--- src/rtl/mem_write_buffer_if.sv ---
// Bus bundle for the posted-write buffer.
// Carries the cpu-side memory port (write and read request/acknowledge)
// and the adapter-side byte-serial bus port (write and read request/done).
//   slave  : the write buffer's view (cpu requests in, adapter requests out)
//   master : the surrounding cpu + adapter view (directions mirrored)
// RV is the cpu data width (16 or 32); word address is RV-RV/16 bits wide.
interface mem_write_buffer_if #(
  parameter int RV = 32
);
  localparam int AW = RV - RV / 16;
  localparam int MW = RV / 8;

  // cpu side
  logic [AW-1:0] c_waddr;
  logic [MW-1:0] c_wmask;
  logic [RV-1:0] c_wdata;
  logic          c_wdone;
  logic [AW-1:0] c_raddr;
  logic [1:0]    c_rreq;
  logic [RV-1:0] c_rdata;
  logic          c_rdone;
  // adapter side
  logic [AW-1:0] m_waddr;
  logic [MW-1:0] m_wmask;
  logic [RV-1:0] m_wdata;
  logic          m_wdone;
  logic [AW-1:0] m_raddr;
  logic [1:0]    m_rreq;
  logic [RV-1:0] m_rdata;
  logic          m_rdone;

  modport slave (
    input  c_waddr, c_wmask, c_wdata, c_raddr, c_rreq,
    input  m_wdone, m_rdata, m_rdone,
    output c_wdone, c_rdata, c_rdone,
    output m_waddr, m_wmask, m_wdata, m_raddr, m_rreq
  );

  modport master (
    output c_waddr, c_wmask, c_wdata, c_raddr, c_rreq,
    output m_wdone, m_rdata, m_rdone,
    input  c_wdone, c_rdata, c_rdone,
    input  m_waddr, m_wmask, m_wdata, m_raddr, m_rreq
  );
endinterface

--- src/rtl/mem_write_buffer.sv ---
// Posted-write buffer between the vc32 cpu memory port and the byte-serial
// external bus adapter. Cpu writes are acknowledged one cycle after the
// request and queued in a DEPTH-entry circular FIFO; a background engine
// drains them to the adapter. Reads pass straight through but wait while
// any queued write (including the one being drained) targets the same word.
// Ports:
//   clk   : clock
//   rst_n : synchronous active-low reset (shared with the adapter)
//   bus   : mem_write_buffer_if.slave, cpu write/read port + adapter port
//   idle  : registered, queue empty and no adapter transaction in flight
module mem_write_buffer #(
  parameter int RV    = 32,
  parameter int DEPTH = 2
) (
  input  logic              clk,
  input  logic              rst_n,
  mem_write_buffer_if.slave bus,
  output logic              idle
);
  localparam int AW = RV - RV / 16;
  localparam int MW = RV / 8;
  localparam int PW = $clog2(DEPTH);
  localparam int CW = PW + 1;
  localparam logic [PW-1:0] PTR_ONE  = PW'(1'b1);
  localparam logic [CW-1:0] CNT_ONE  = CW'(1'b1);
  localparam logic [CW-1:0] CNT_FULL = CW'(DEPTH);

  typedef enum logic [1:0] {
    ST_IDLE = 2'd0,
    ST_WR   = 2'd1,
    ST_RD   = 2'd2
  } state_t;

  // queue storage and bookkeeping
  logic [AW-1:0] q_addr_r [DEPTH];
  logic [MW-1:0] q_mask_r [DEPTH];
  logic [RV-1:0] q_data_r [DEPTH];
  logic [DEPTH-1:0] valid_r;
  logic [PW-1:0] head_r;
  logic [PW-1:0] tail_r;
  logic [CW-1:0] count_r;

  state_t state_r;

  // registered outputs
  logic          c_wdone_r;
  logic          c_rdone_r;
  logic [RV-1:0] c_rdata_r;
  logic [AW-1:0] m_waddr_r;
  logic [MW-1:0] m_wmask_r;
  logic [RV-1:0] m_wdata_r;
  logic [AW-1:0] m_raddr_r;
  logic [1:0]    m_rreq_r;
  logic          idle_r;

  // next-state / control
  logic          push_s;
  logic          pop_s;
  logic          hazard_s;
  logic          rd_go_s;
  logic          wr_go_s;
  logic [CW-1:0] count_nx_s;
  state_t        state_nx_s;
  logic          c_rdone_nx_s;
  logic [RV-1:0] c_rdata_nx_s;
  logic [AW-1:0] m_waddr_nx_s;
  logic [MW-1:0] m_wmask_nx_s;
  logic [RV-1:0] m_wdata_nx_s;
  logic [AW-1:0] m_raddr_nx_s;
  logic [1:0]    m_rreq_nx_s;
  logic          idle_nx_s;

  assign bus.c_wdone = c_wdone_r;
  assign bus.c_rdone = c_rdone_r;
  assign bus.c_rdata = c_rdata_r;
  assign bus.m_waddr = m_waddr_r;
  assign bus.m_wmask = m_wmask_r;
  assign bus.m_wdata = m_wdata_r;
  assign bus.m_raddr = m_raddr_r;
  assign bus.m_rreq  = m_rreq_r;
  assign idle        = idle_r;

  // The acknowledge cycle itself never accepts, which forces a one-cycle
  // bubble so a held request is not pushed twice.
  assign push_s = (bus.c_wmask != {MW{1'b0}}) && (count_r < CNT_FULL) && !c_wdone_r;

  // Hazard: any queued entry, including the one currently on the adapter, matches the read word.
  always_comb begin
    hazard_s = 1'b0;
    for (int i = 0; i < DEPTH; i++) begin
      hazard_s = hazard_s | (valid_r[i] & (q_addr_r[i] == bus.c_raddr));
    end
  end

  // A non-hazard read beats draining; c_rdone_r blocks re-issue of the read just completed.
  assign rd_go_s = (bus.c_rreq != 2'b00) && !hazard_s && !c_rdone_r;
  assign wr_go_s = (count_r != {CW{1'b0}}) && ((bus.c_rreq == 2'b00) || hazard_s);

  // Downstream engine next-state and next registered outputs.
  always_comb begin
    state_nx_s   = state_r;
    pop_s        = 1'b0;
    c_rdone_nx_s = 1'b0;
    c_rdata_nx_s = c_rdata_r;
    m_waddr_nx_s = m_waddr_r;
    m_wmask_nx_s = m_wmask_r;
    m_wdata_nx_s = m_wdata_r;
    m_raddr_nx_s = m_raddr_r;
    m_rreq_nx_s  = m_rreq_r;
    case (state_r)
      ST_IDLE: begin
        if (rd_go_s) begin
          state_nx_s   = ST_RD;
          m_raddr_nx_s = bus.c_raddr;
          m_rreq_nx_s  = bus.c_rreq;
        end else if (wr_go_s) begin
          state_nx_s   = ST_WR;
          m_waddr_nx_s = q_addr_r[head_r];
          m_wmask_nx_s = q_mask_r[head_r];
          m_wdata_nx_s = q_data_r[head_r];
        end else begin
          state_nx_s = ST_IDLE;
        end
      end
      ST_WR: begin
        if (bus.m_wdone) begin
          pop_s        = 1'b1;
          m_wmask_nx_s = {MW{1'b0}};
          state_nx_s   = ST_IDLE;
        end else begin
          state_nx_s = ST_WR;
        end
      end
      ST_RD: begin
        if (bus.m_rdone) begin
          c_rdata_nx_s = bus.m_rdata;
          c_rdone_nx_s = 1'b1;
          m_rreq_nx_s  = 2'b00;
          state_nx_s   = ST_IDLE;
        end else begin
          state_nx_s = ST_RD;
        end
      end
      default: begin
        state_nx_s   = ST_IDLE;
        m_wmask_nx_s = {MW{1'b0}};
        m_rreq_nx_s  = 2'b00;
      end
    endcase
  end

  // Occupancy after this edge's push/pop.
  always_comb begin
    case ({push_s, pop_s})
      2'b10:   count_nx_s = count_r + CNT_ONE;
      2'b01:   count_nx_s = count_r - CNT_ONE;
      default: count_nx_s = count_r;
    endcase
  end

  assign idle_nx_s = (count_nx_s == {CW{1'b0}}) && (state_nx_s == ST_IDLE);

  // Circular write queue; push and pop never hit the same slot on one edge.
  always_ff @(posedge clk) begin
    if (!rst_n) begin
      valid_r <= {DEPTH{1'b0}};
      head_r  <= {PW{1'b0}};
      tail_r  <= {PW{1'b0}};
      count_r <= {CW{1'b0}};
      for (int i = 0; i < DEPTH; i++) begin
        q_addr_r[i] <= {AW{1'b0}};
        q_mask_r[i] <= {MW{1'b0}};
        q_data_r[i] <= {RV{1'b0}};
      end
    end else begin
      if (push_s) begin
        q_addr_r[tail_r] <= bus.c_waddr;
        q_mask_r[tail_r] <= bus.c_wmask;
        q_data_r[tail_r] <= bus.c_wdata;
        valid_r[tail_r]  <= 1'b1;
        tail_r           <= tail_r + PTR_ONE;
      end
      if (pop_s) begin
        valid_r[head_r] <= 1'b0;
        head_r          <= head_r + PTR_ONE;
      end
      count_r <= count_nx_s;
    end
  end

  // Downstream engine state register.
  always_ff @(posedge clk) begin
    if (!rst_n) begin
      state_r <= ST_IDLE;
    end else begin
      state_r <= state_nx_s;
    end
  end

  // Output registers for both the cpu and adapter sides.
  always_ff @(posedge clk) begin
    if (!rst_n) begin
      c_wdone_r <= 1'b0;
      c_rdone_r <= 1'b0;
      c_rdata_r <= {RV{1'b0}};
      m_waddr_r <= {AW{1'b0}};
      m_wmask_r <= {MW{1'b0}};
      m_wdata_r <= {RV{1'b0}};
      m_raddr_r <= {AW{1'b0}};
      m_rreq_r  <= 2'b00;
      idle_r    <= 1'b1;
    end else begin
      c_wdone_r <= push_s;
      c_rdone_r <= c_rdone_nx_s;
      c_rdata_r <= c_rdata_nx_s;
      m_waddr_r <= m_waddr_nx_s;
      m_wmask_r <= m_wmask_nx_s;
      m_wdata_r <= m_wdata_nx_s;
      m_raddr_r <= m_raddr_nx_s;
      m_rreq_r  <= m_rreq_nx_s;
      idle_r    <= idle_nx_s;
    end
  end
endmodule

--- src/flat_wrapper.sv ---
// flat-port wrapper written by rule: the top's interface ports become plain ports
module mem_write_buffer_flat 
#(
  parameter int RV    = 32,
  parameter int DEPTH = 2
)
  (clk, rst_n, idle, bus_c_waddr, bus_c_wmask, bus_c_wdata, bus_c_raddr, bus_c_rreq, bus_m_wdone, bus_m_rdata, bus_m_rdone, bus_c_wdone, bus_c_rdata, bus_c_rdone, bus_m_waddr, bus_m_wmask, bus_m_wdata, bus_m_raddr, bus_m_rreq);
  mem_write_buffer_if #(.RV(RV)) bus_i ();
  input  logic clk;
  input  logic rst_n;
  output logic idle;
  input wire logic [$bits(bus_i.c_waddr)-1:0] bus_c_waddr;
  input wire logic [$bits(bus_i.c_wmask)-1:0] bus_c_wmask;
  input wire logic [$bits(bus_i.c_wdata)-1:0] bus_c_wdata;
  input wire logic [$bits(bus_i.c_raddr)-1:0] bus_c_raddr;
  input wire logic [$bits(bus_i.c_rreq)-1:0] bus_c_rreq;
  input wire logic [$bits(bus_i.m_wdone)-1:0] bus_m_wdone;
  input wire logic [$bits(bus_i.m_rdata)-1:0] bus_m_rdata;
  input wire logic [$bits(bus_i.m_rdone)-1:0] bus_m_rdone;
  output wire logic [$bits(bus_i.c_wdone)-1:0] bus_c_wdone;
  output wire logic [$bits(bus_i.c_rdata)-1:0] bus_c_rdata;
  output wire logic [$bits(bus_i.c_rdone)-1:0] bus_c_rdone;
  output wire logic [$bits(bus_i.m_waddr)-1:0] bus_m_waddr;
  output wire logic [$bits(bus_i.m_wmask)-1:0] bus_m_wmask;
  output wire logic [$bits(bus_i.m_wdata)-1:0] bus_m_wdata;
  output wire logic [$bits(bus_i.m_raddr)-1:0] bus_m_raddr;
  output wire logic [$bits(bus_i.m_rreq)-1:0] bus_m_rreq;
  assign bus_i.c_waddr = bus_c_waddr;
  assign bus_i.c_wmask = bus_c_wmask;
  assign bus_i.c_wdata = bus_c_wdata;
  assign bus_i.c_raddr = bus_c_raddr;
  assign bus_i.c_rreq = bus_c_rreq;
  assign bus_i.m_wdone = bus_m_wdone;
  assign bus_i.m_rdata = bus_m_rdata;
  assign bus_i.m_rdone = bus_m_rdone;
  assign bus_c_wdone = bus_i.c_wdone;
  assign bus_c_rdata = bus_i.c_rdata;
  assign bus_c_rdone = bus_i.c_rdone;
  assign bus_m_waddr = bus_i.m_waddr;
  assign bus_m_wmask = bus_i.m_wmask;
  assign bus_m_wdata = bus_i.m_wdata;
  assign bus_m_raddr = bus_i.m_raddr;
  assign bus_m_rreq = bus_i.m_rreq;
  mem_write_buffer #(.RV(RV), .DEPTH(DEPTH)) u_core (.clk(clk), .rst_n(rst_n), .bus(bus_i), .idle(idle));
endmodule
--- config.mk ---
export PLATFORM = sky130hd
export DESIGN_NAME = mem_write_buffer_flat
export DESIGN_NICKNAME = d
export VERILOG_FILES = /design/src/rtl/mem_write_buffer_if.sv /design/src/rtl/mem_write_buffer.sv /design/src/flat_wrapper.sv
export SDC_FILE = /design/constraint.sdc
export NUM_CORES = 1
export LEC_CHECK = 0
export ABC_AREA = 1
export BUFFER_PORTS_ARGS = -buffer_cell sky130_fd_sc_hd__buf_2
export CORE_MARGIN = 4
export CORE_UTILIZATION = 25
export CTS_CLUSTER_DIAMETER = 100
export DETAILED_ROUTE_END_ITERATION = 12
export GPL_TIMING_DRIVEN = 0
export HOLD_SLACK_MARGIN = 0.15
export PLACE_DENSITY = 0.44
export SYNTH_ARGS = -nofsm -noshare
export SYNTH_HDL_FRONTEND = slang
export SYNTH_SLANG_ARGS = --single-unit
--- constraint.sdc ---
create_clock -name clk -period 4.25 [get_ports clk]
set_clock_uncertainty 0.15 [all_clocks]
set_input_delay 0.425 -clock clk [delete_from_list [all_inputs] [get_ports clk]]
set_output_delay 0.425 -clock clk [all_outputs]
set_load 0.02 [all_outputs]
# == Yosys cells after proc, flatten, opt, wreduce, memory -nomap -nowiden ==
# Memories as Yosys holds them, arrays and structs flattened. A register that Yosys moved wholly into a read port is not among the register bits.
# Index checks and enable logic that the tools add are counted.
# classes
div_mod_pow,0
eq_ne,11
mux,38
n_mul,0
bitwise,9
add_sub_neg,4
n_lt_le_gt_ge,5
n_shift,0
n_reduce_logical,30
# ops
operator,n
$eq 30x30->1,2
$mux 32,1
$reduce_or 32->1,1
$mux 30,1
$reduce_or 30->1,1
$mux 1,19
$mux 4,4
$mux 2,7
$pmux 2 s3,2
$pmux 4 s3,1
$logic_and 1x1->1,8
$logic_not 2->1,4
$ne 2x2->1 const B,3
$reduce_and 2->1,3
$reduce_and 3->1,2
$logic_not 1->1,5
$eq 2x1->1 const B,2
$eq 2x2->1 const B,2
$lt 1x2->1 const B,2
$ne 2x1->1 const B,2
$pmux 2 s2,1
$reduce_and 4->1,1
$reduce_bool 2->1,2
$reduce_bool 4->1,1
14 further kinds,20
# totals
word_cells,112
register_bits,79
out_inout_bits,133
latchBits,0
romBits,0
inputBits,134
memories,3
ramBits,132
# memory_table
name,words,word_bits,rd,rd_clocked_by_memory_dff,wr,line,rtl
u_core.q_data_r,2,32,1,1,2,mem_write_buffer.sv:37,logic [RV-1:0] q_data_r [DEPTH];
u_core.q_addr_r,2,30,3,1,2,mem_write_buffer.sv:35,logic [AW-1:0] q_addr_r [DEPTH];
u_core.q_mask_r,2,4,1,1,2,mem_write_buffer.sv:36,logic [MW-1:0] q_mask_r [DEPTH];

# == Depth between registers and ports, before layout ==
# An unclocked memory read counts as a cell.
# logic_depth
depth_word,11
mapped_depth,15
mapped_depth_nobuf,14

# == Least setup slack after synthesis ==
# No wires, ideal clock.
# synth_path
path_kind,input port to flip-flop
startpoint,in bus_c_wmask[1]
endpoint,"mem u_core.q_addr_r[0][0] (netlist bit), enable pin"
required_time_ns,3.397
t_arrival_ns,2.569
stages,6
path_slack_ns,0.828
n_path_buf,2
cell_sequence,o41ai_2 nor2_1 nand2_1 buf_2 buf_2 nand2_1
# synth_lines
item,line,rtl
from (decl),flat_wrapper.sv:13,input wire logic [$bits(bus_i.c_wmask)-1:0] bus_c_wmask;
to (decl),mem_write_buffer.sv:35,

==> metrics.txt <==
Compound-Gate Fraction of Synth Area=0.0882; Yosys top cell area share=0.320; Post-DP HPWL=35200 um; Synth Area in Adders=0.00101; core box area=49000 um^2; met2 WL post-DR=23000 um; most common cell in the netlist=nand2_1; Num CTS Buffers=36; fillcell total=~5200; fin nets=2163; final hold violation count=0; Post-Synth Simple-Gate Area=0.260; CTS sink count=274; number of enable flip-flop cells after synthesis=around 130; layout cells sized above 1=0.178; Pwr Density=between 500 and 600 nW/um^2; Final Wtd Congestion=0.906; Worst Hold Class=register to register; Worst EP required=4360 ps; number of top-level pins=approximately 270; mux contribution to synthesized area=0; Routed Antenna Nets=0; Main synth FF type=dfxtp_1; Slew HR=0.451; Seq/Total Area, Yosys=0.549; vias in the first global route=11900; Critical-path top delay cell=o41ai_2; Peak Freq=296 MHz; Syn Area/Cell=7.79 um^2; fin worst setup slack=877 ps; initial antenna violation count=4; first-pass GRT wire length=70200 um; die area=~53000 um^2; post-synthesis instance area=between 10000 and 15000 um^2; syn_nets=1726; GRT overflow=0; # rows=81; Layout Area Growth over Synthesis=38.2%; area leader, netlist=edfxtp_1; cell count after synthesis=1591; XOR/XNOR Fraction of Synth Area=0.00636; Worst Setup End Kind=register; # DRC=0; Max-Cap Viols=0; Routed WL per cell=17.2 um; WL final=46900 um; pin count of the biggest net entering global routing=47; status=completed; worst-path cell chain=dlygate4sd3_1, buf_2, o41ai_2, nor2_1, nand2_1, buf_2, buf_2, nand2_4, buf_16; final core utilization=0.350; detailed-router iteration count before antenna repair=6; register clock-pin slew on the reported worst setup and hold paths=roughly 50 ps; leakage=between 0.007 and 0.008 uW; via count=11700; most frequent CP cell=buf_2; Synth top cells by count=nand2_1, inv_1, nor2_1, a21oi_1, dfxtp_1; CTS Hold Bufs=132; Critical Path AT=3480 ps; Die X=231 um; final non-filler cell total=2722; Setup Fix Bufs, Post-CTS=0; Die Height=231 um; clock period minus worst slack=approximately 3400 ps; Initial Utilization=0.253; asr flop ratio synth=0; Synth Register Bits=roughly 270; synth warn=0; largest cells by area after synthesis=edfxtp_1, dfxtp_1, nand2_1; gr usage total=0.173; maximum vdd drop=between 200 and 250 uV; CP Class=input port to register; Tcrit/Tclk final=0.794; Worst Max-Slew Pin Slew=~800 ps; max layer used=met5; Tot Pwr=8570 uW; vias per cell=4.29; Netlist cell types=28; critical path's top delay family=buffers and inverters; placed insts=2522; Slew Limit Fails=0; RSZ-0062 raised after global routing=false; post-route met1 wirelength=20200 um; Finish-stage setup viols=0; WL met3=2480 um; H-tree levels=2; CP max stage delay=approximately 600 ps; Critical Path Source Type=input port; port bufs=265; CP max FO=44; TritonCTS clock tree=yes; Iter 0 DRT Violations=649; crit path buf inv count=5; Root Buffer=clkbuf_16; Clk Latency, worst-skew pair=550 ps; largest family of logic cells by synthesized area=simple AND/OR/NAND/NOR gates; # resized after CTS=0; CTS Buffer Depth=3; DP Worst Slack=between 800 and 900 ps
-- stage by stage --
step	hold slack [ps]	area, um^2	setup TNS, ps
final	290	17100	0
after floorplan	297	12400	0
after global routing	314	17100	0
after global placement	282	14500	-156200
after detailed placement	287	14600	0
after CTS	296	17100	0
-- logic make-up (layout without fill, tap and decap cells) --
| group | Yosys count | count (layout) |
|---|---|---|
| AND/OR/NAND/NOR | 791 | 791 |
| flip-flops | 274 | 274 |
| adder cells (fa/ha/maj) | 1 | 1 |
| AO/OA/AOI/OAI | 215 | 215 |
| XOR/XNOR | 9 | 9 |
| other | 0 | 2 |
| buffers and inverters | 301 | 766 |
-- state kept, by name (all words and copies together), names as in the netlist, named ones only --
register            flops
u_core.bus.m_wmask      4
u_core.bus.m_rreq       2
u_core.q_addr_r        60
u_core.bus.c_rdone      1
u_core.q_data_r        64
u_core.state_r          2
u_core.bus.m_raddr     30
u_core.bus.m_wdata     32
u_core.valid_r          2
u_core.idle             1
u_core.count_r          2
u_core.tail_r           1
u_core.bus.c_wdone      1
u_core.bus.m_waddr     30
u_core.bus.c_rdata     32
u_core.q_mask_r         8
u_core.head_r           1
-- routing by layer --
layer	global-route usage	vias to the layer above
met1	0.213	5363
met4	0.0526	4
li1	-	5941
met5	0	-
met2	0.306	286
met3	0.0336	83
-- area by class of cell --
cell class | count | area (um^2) | share of cell area
sequential | 274 | 6810 | 0.397
multi-input combinational | 1016 | 4420 | 0.258
timing repair buffer | 399 | 2700 | 0.158
clock buffer | 46 | 970 | 0.0566
tap | 664 | 831 | 0.0485
inverter | 221 | 830 | 0.0484
buffer | 80 | 348 | 0.0203
clock inverter | 20 | 215 | 0.0126
antenna | 2 | 5.00 | 0.000292
-- cell usage in the layout (no fill, tap or decap), types with 2 or more instances in the layout --
| cell | count |
|---|---|
| clkbuf_1 | 61 |
| xor2_1 | 2 |
| edfxtp_1 | 132 |
| clkinv_1 | 4 |
| a21oi_1 | 143 |
| buf_16 | 2 |
| diode_2 | 2 |
| nand2_4 | 3 |
| bufinv_16 | 4 |
| inv_2 | 10 |
| buf_2 | 288 |
| dlygate4sd3_1 | 132 |
| buf_4 | 3 |
| nor3_1 | 3 |
| nand3_2 | 2 |
| nor2_1 | 201 |
| inv_1 | 210 |
| o21ai_0 | 68 |
| nand3b_1 | 2 |
| nand2_1 | 453 |
| xnor2_1 | 7 |
| dfxtp_1 | 142 |
| nand3_1 | 77 |
| nand4_1 | 44 |
| clkinv_2 | 8 |
| clkbuf_16 | 37 |
| inv_6 | 3 |
| and2_1 | 5 |
-- report_power, final --
| group | switching, uW | total, uW | internal (uW) |
|---|---|---|---|
| Combinational | 1400 | 2020 | 629 |
| Clock | 1230 | 3100 | 1870 |
| Sequential | 195 | 3450 | 3250 |
| Total | 2820 | 8570 | 5750 |
-- final timing paths --
path / from / endpoint / slack, ps / depth (start not counted)
worst max register to register: u_core.count_r[1]$_SDFF_PN0_ / u_core.q_data_r[0][20]$_SDFFCE_PN0P_ / 1540 / 8
worst min-delay path: u_core.bus.c_rdata[2]$_SDFFE_PN0P_ / u_core.bus.c_rdata[2]$_SDFFE_PN0P_ / 290 / 2
worst min register to register: u_core.bus.c_rdata[2]$_SDFFE_PN0P_ / u_core.bus.c_rdata[2]$_SDFFE_PN0P_ / 290 / 2
worst max-delay path: bus_c_wmask[1] / u_core.q_data_r[0][20]$_SDFFCE_PN0P_ / 880 / 9
-- worst reg2reg max path, stage by stage, from the launching register on --
cell and delay, ps:
dfxtp_1 370, nor2_1 70, o41ai_2 100, nor2_1 120, nand2_1 210, buf_2 330
buf_2 360, nand2_4 340, buf_16 340
(Power assumes the default switching activity.)
